$ cat src/rtl/fifo_ptr_flag_gen_pkg.sv
// Shared definitions for the async FIFO pointer-crossing logic:
// Gray/binary conversion helpers and the default pointer width.
package fifo_ptr_flag_gen_pkg;

    localparam int DEEPWID_DFLT = 3;
    localparam int PTR_W        = DEEPWID_DFLT + 1;

    // Conversions work on a zero-extended 32-bit carrier. For Gray codes this
    // is width-independent: zero upper bits contribute nothing to the
    // prefix-XOR, so callers widen on the way in and truncate on the way out.
    localparam int GRAY_MAX_W = 32;
    typedef logic [GRAY_MAX_W-1:0] gray_vec_t;

    // Which side of the FIFO an instance serves.
    typedef enum logic {
        SIDE_RD = 1'b0,
        SIDE_WR = 1'b1
    } fifo_side_e;

    function automatic gray_vec_t bin2gray(input gray_vec_t b);
        return b ^ (b >> 1);
    endfunction

    // Binary bit i is the XOR of all Gray bits at or above i.
    function automatic gray_vec_t gray2bin(input gray_vec_t g);
        gray_vec_t b;
        b = g;
        for (int i = 1; i < GRAY_MAX_W; i++) begin
            b = b ^ (g >> i);
        end
        return b;
    endfunction

endpackage

$ cat src/rtl/fifo_ptr_flag_gen_gray_sync_chain.sv
// Multi-flop synchroniser for a Gray-coded bus arriving from another clock
// domain. Only one bit changes per source update, so each stage can sample
// the bus independently without producing a torn value.
module gray_sync_chain #(
    parameter int WIDTH  = 4,
    parameter int STAGES = 2
) (
    input  logic             clk,
    input  logic             rst_n,
    input  logic [WIDTH-1:0] d,
    output logic [WIDTH-1:0] q
);

    logic [WIDTH-1:0] sync_d [STAGES];
    logic [WIDTH-1:0] sync_q [STAGES];

    // Stage 0 samples the asynchronous input; each later stage samples its predecessor.
    always_comb begin
        sync_d[0] = d;
        for (int i = 1; i < STAGES; i++) begin
            sync_d[i] = sync_q[i-1];
        end
    end

    // Synchroniser flops, cleared asynchronously so both domains start aligned.
    always_ff @(posedge clk or negedge rst_n) begin
        if (!rst_n) begin
            for (int i = 0; i < STAGES; i++) begin
                sync_q[i] <= '0;
            end
        end else begin
            for (int i = 0; i < STAGES; i++) begin
                sync_q[i] <= sync_d[i];
            end
        end
    end

    assign q = sync_q[STAGES-1];

endmodule

$ cat src/rtl/fifo_ptr_flag_gen.sv
// Pointer-crossing and flag stage for one side of the async FIFO.
// Exports the local pointer in Gray code, synchronises the remote Gray
// pointer, and derives full/empty, almost and fill level in this domain.
module fifo_ptr_flag_gen
    import fifo_ptr_flag_gen_pkg::*;
#(
    parameter int DEEPWID     = 3,
    parameter int IS_WR       = 1,
    parameter int SYNC_STAGES = 2,
    parameter int ALMOST_TH   = 6
) (
    input  logic               clk,
    input  logic               rst_n,
    input  logic [DEEPWID:0]   addr_local,
    input  logic [DEEPWID:0]   ptr_remote_gray,
    output logic [DEEPWID:0]   ptr_local_gray,
    output logic               fe_flag,
    output logic               almost_flag,
    output logic [DEEPWID:0]   level
);

    localparam int              PW    = DEEPWID + 1;
    localparam logic [PW-1:0]   DEPTH = {1'b1, {DEEPWID{1'b0}}};
    localparam logic [31:0]     TH    = 32'(ALMOST_TH);
    localparam fifo_side_e      SIDE  = (IS_WR != 0) ? SIDE_WR : SIDE_RD;

    logic [PW-1:0] ptr_local_gray_d;
    logic [PW-1:0] ptr_local_gray_q;
    logic [PW-1:0] remote_gray_sync;
    logic [PW-1:0] remote_bin;
    logic [PW-1:0] level_raw;
    logic [PW-1:0] level_w;
    logic          fe_w;
    logic          almost_w;

    // Gray encoding of the local pointer; registered before crossing domains.
    always_comb begin
        ptr_local_gray_d = PW'(bin2gray(32'(addr_local)));
    end

    // Export register: the opposite domain only ever sees a flop output.
    always_ff @(posedge clk or negedge rst_n) begin
        if (!rst_n) begin
            ptr_local_gray_q <= '0;
        end else begin
            ptr_local_gray_q <= ptr_local_gray_d;
        end
    end

    assign ptr_local_gray = ptr_local_gray_q;

    gray_sync_chain #(
        .WIDTH  (PW),
        .STAGES (SYNC_STAGES)
    ) u_sync (
        .clk   (clk),
        .rst_n (rst_n),
        .d     (ptr_remote_gray),
        .q     (remote_gray_sync)
    );

    // Level and flags from registered sources only (addr_local and the last
    // sync stage). Wrap-around is absorbed by PW-bit truncating subtraction.
    // While reset is held the level is forced to zero so the flags take their
    // reset values at once, even if the controller's pointer has not cleared yet.
    always_comb begin
        remote_bin = PW'(gray2bin(32'(remote_gray_sync)));
        level_raw  = '0;
        fe_w       = 1'b0;
        almost_w   = 1'b0;
        case (SIDE)
            SIDE_WR: level_raw = addr_local - remote_bin;
            default: level_raw = remote_bin - addr_local;
        endcase
        level_w = rst_n ? level_raw : '0;
        case (SIDE)
            SIDE_WR: begin
                fe_w     = (level_w == DEPTH);
                almost_w = (32'(level_w) >= TH);
            end
            default: begin
                fe_w     = (level_w == '0);
                almost_w = (32'(level_w) <= TH);
            end
        endcase
    end

    assign level       = level_w;
    assign fe_flag     = fe_w;
    assign almost_flag = almost_w;

    // A level above the FIFO depth means the pointer controller ignored fe_flag.
    level_in_range: assert property (@(posedge clk) disable iff (!rst_n) (level_raw <= DEPTH));

endmodule
$ cat config.mk
export PLATFORM = sky130hd
export DESIGN_NAME = fifo_ptr_flag_gen
export DESIGN_NICKNAME = d
export VERILOG_FILES = /design/src/rtl/fifo_ptr_flag_gen_pkg.sv /design/src/rtl/fifo_ptr_flag_gen_gray_sync_chain.sv /design/src/rtl/fifo_ptr_flag_gen.sv
export SDC_FILE = /design/constraint.sdc
export NUM_CORES = 1
export LEC_CHECK = 0
export CAP_MARGIN = 15
export CORE_MARGIN = 1
export CORE_UTILIZATION = 36
export CTS_CLUSTER_SIZE = 12
export DETAILED_ROUTE_END_ITERATION = 8
export GPL_TIMING_DRIVEN = 1
export PLACE_DENSITY = 0.78
export SYNTH_ARGS = -nofsm -noshare
export SYNTH_HDL_FRONTEND = slang
export SYNTH_SLANG_ARGS = --single-unit
$ cat constraint.sdc
create_clock -name clk -period 2.7 [get_ports clk]
set_input_delay 0.54 -clock clk [delete_from_list [all_inputs] [get_ports clk]]
set_output_delay 0.54 -clock clk [all_outputs]
set_load 0.01 [all_outputs]
==> metrics.txt <==
Hold Fails Final Rpt 0; DRC Markers 0; unrepaired setup endpoints after global routing yes; failing checks setup timing; clk_lat worst skew 0.26 ns; Rows 13; first-pass GRT wire length 1656 µm; post-place setup slack -0.7292 ns; Die Y 40.16 µm; number of routed nets with antenna violations 0; Setup violations, final 5; Die Footprint 1613 µm²; initial antenna violation count 0; Initial DRC Count 1; vias in the first global route 440; worst hold path type reg2reg; WP data arrival 2.53 ns; via/cell ratio 4.780; CTS tree built; Worst Skew 0.003523 ns; clk slew on worst S/H paths 0.06 ns; Initial Util 39.31%; reg2reg setup slack 2.23 ns; Peak VDD IR 316.7 µV; Die W 40.16 µm; port bufs 19; post-synth net total 53; Mapped Cells 39; number of top-level pins 20; Worst Tran Pin Value 0.2919 ns; Worst Path Max Fanout 3; layout cell share with drive strength beyond 1 44.74%; Leak Pwr 0.4364 nW; Final Critical Period 3.074 ns; gpl congestion 0.6192; Pwr Density 549.6 nW/µm²; First-pass DRT Iterations 2; core area 1334 µm²; period utilization 113.9%; via count 435; relative slew slack 80.45%; Total Wirelength 1153 µm; Worst setup EP type primary output; gr ovfl total 0; Final Util 67.35%; kind of critical path reg2out; fin nets 92; H-tree depth 1; P&R area growth vs syn 71.36%; TritonCTS Buffers 3; register bit count reported by yosys 12; Worst Path Required 2.16 ns; Mapped Area 524.3 µm²; total track usage 16.41%; HPWL after detailed placement 816.5 µm; number of distinct library cells after synthesis 13; clock buffer depth 2; Max Cap Viol 0; routed length per instance 12.67 µm; largest net degree at the start of global routing 17; Final Max Tran Viols 0; Seq/Total Area, Yosys 57.28%; Ys Warns 0; Max Clock Freq 0.3253 GHz; outcome finished, violations left; worst setup margin -0.3741 ns; Syn Area/Cell 13.44 µm²; Inserted Diodes 0; Startpoint Class flop; Root Driver clkbuf_4; TritonCTS Sinks 12
-- repair_timing --
| item | CTS | global route |
|---|---|---|
| pin swaps | 8 | 4 |
| gates cloned | 0 | 0 |
| gates resized for setup | 28 | 4 |
| hold buffers | 0 | 0 |
| buffers inserted | 5 | 0 |
| endpoints found under the setup margin | 6 | 6 |
-- worst max-delay path, cell delays in order, from the launching register on --
cell	delay (ns)
dfrtp_1	0.39
xnor2_2	0.23
xor2_2	0.20
xnor2_1	0.15
ha_2	0.20
and3b_1	0.20
or4b_4	0.55
a211oi_4	0.21
buf_2	0.16
-- flip-flops by register name, summed over array words and instances (netlist names) --
name and flops:
u_sync.q 4, u_sync.sync_d 4, ptr_local_gray 4
-- cells in the mapped netlist, drive strengths merged --
library cell / n / area share, %
fa: 1 / 3.8
o211ai: 2 / 2.9
nor2b: 2 / 2.4
and3b: 1 / 1.7
inv: 4 / 2.9
a211oi: 1 / 2.4
nand2: 3 / 2.1
or4b: 1 / 2.6
xnor2: 3 / 5.0
a21o: 1 / 1.4
ha: 3 / 7.2
dfrtp: 12 / 57
xor2: 5 / 8.4
-- placed cells by master, fill, tap and decap left out, drive strengths merged --
| cell | instances |
|---|---|
| nand2 | 3 |
| xnor2 | 3 |
| clkbuf | 4 |
| inv | 4 |
| xor2 | 5 |
| clkdlybuf4s50 | 13 |
| ha | 3 |
| dfrtp | 12 |
| or4b | 1 |
| a21o | 1 |
| buf | 20 |
| o211ai | 2 |
| a211oi | 1 |
| nor2b | 2 |
| fa | 1 |
| and3b | 1 |
-- path summary, 6_finish.rpt --
check / start / end / cells past startpoint
min: u_sync.sync_d[0] / u_sync.q[0] / 0
min in group asynchronous: rst_n / ptr_local_gray[2] / 2
max reg2reg: u_sync.sync_d[1] / u_sync.q[1] / 0
max: u_sync.q[2] / fe_flag / 8
min reg2reg: u_sync.sync_d[0] / u_sync.q[0] / 0
max in group asynchronous: rst_n / ptr_local_gray[0] / 2
-- metal layers --
metal,global-route usage (%),part of all wire [%],wire length [µm],vias to the layer above
met1,15.05,35,404,206
li1,-,-,-,199
met5,0,0,0,-
met3,3.333,6.8,78,6
met2,30.24,54,624,24
met4,13.79,4.0,46,0
-- per-stage QoR --
| stage | power [mW] | TNS [ns] | hold WS (ns) | std cells | area [µm²] |
|---|---|---|---|---|---|
| floorplan | 0.2734 | 0 | 0.2444 | 39 | 539.3 |
| global placement | 0.3643 | -2.443 | 0.3321 | 83 | 823.3 |
| detailed placement | 0.3703 | -2.646 | 0.3379 | 83 | 823.3 |
| CTS | 0.4918 | -1.233 | 0.3534 | 91 | 892.1 |
| global route | 0.5260 | -1.922 | 0.3643 | 91 | 898.4 |
| finish | 0.4937 | -1.108 | 0.3500 | 91 | 898.4 |
-- power breakdown --
part,internal [mW],switching [mW]
combinational,0.112,0.0842
sequential,0.191,0.00393
clock,0.0515,0.0514
total,0.354,0.140
-- cell type report --
cell class | count | area (µm²)
repair buffers | 34 | 282.8
inverters | 4 | 15.01
clock buffers | 3 | 22.52
flip-flops and latches | 12 | 300.3
multi-input cells | 23 | 259.0
well taps | 15 | 18.77
fillers | 101 | 435.4
-- cell families after synthesis --
family,count (synthesis),synth area share (%)
and+or+nand+nor,7,8.830
AOI/OAI and AO/OA,4,6.682
DFF,12,57.28
buffers and inverters,4,2.863
adders and majority gates,4,10.98
xor gates and xnor gates,8,13.37
Power figures use the tool's default switching activity.
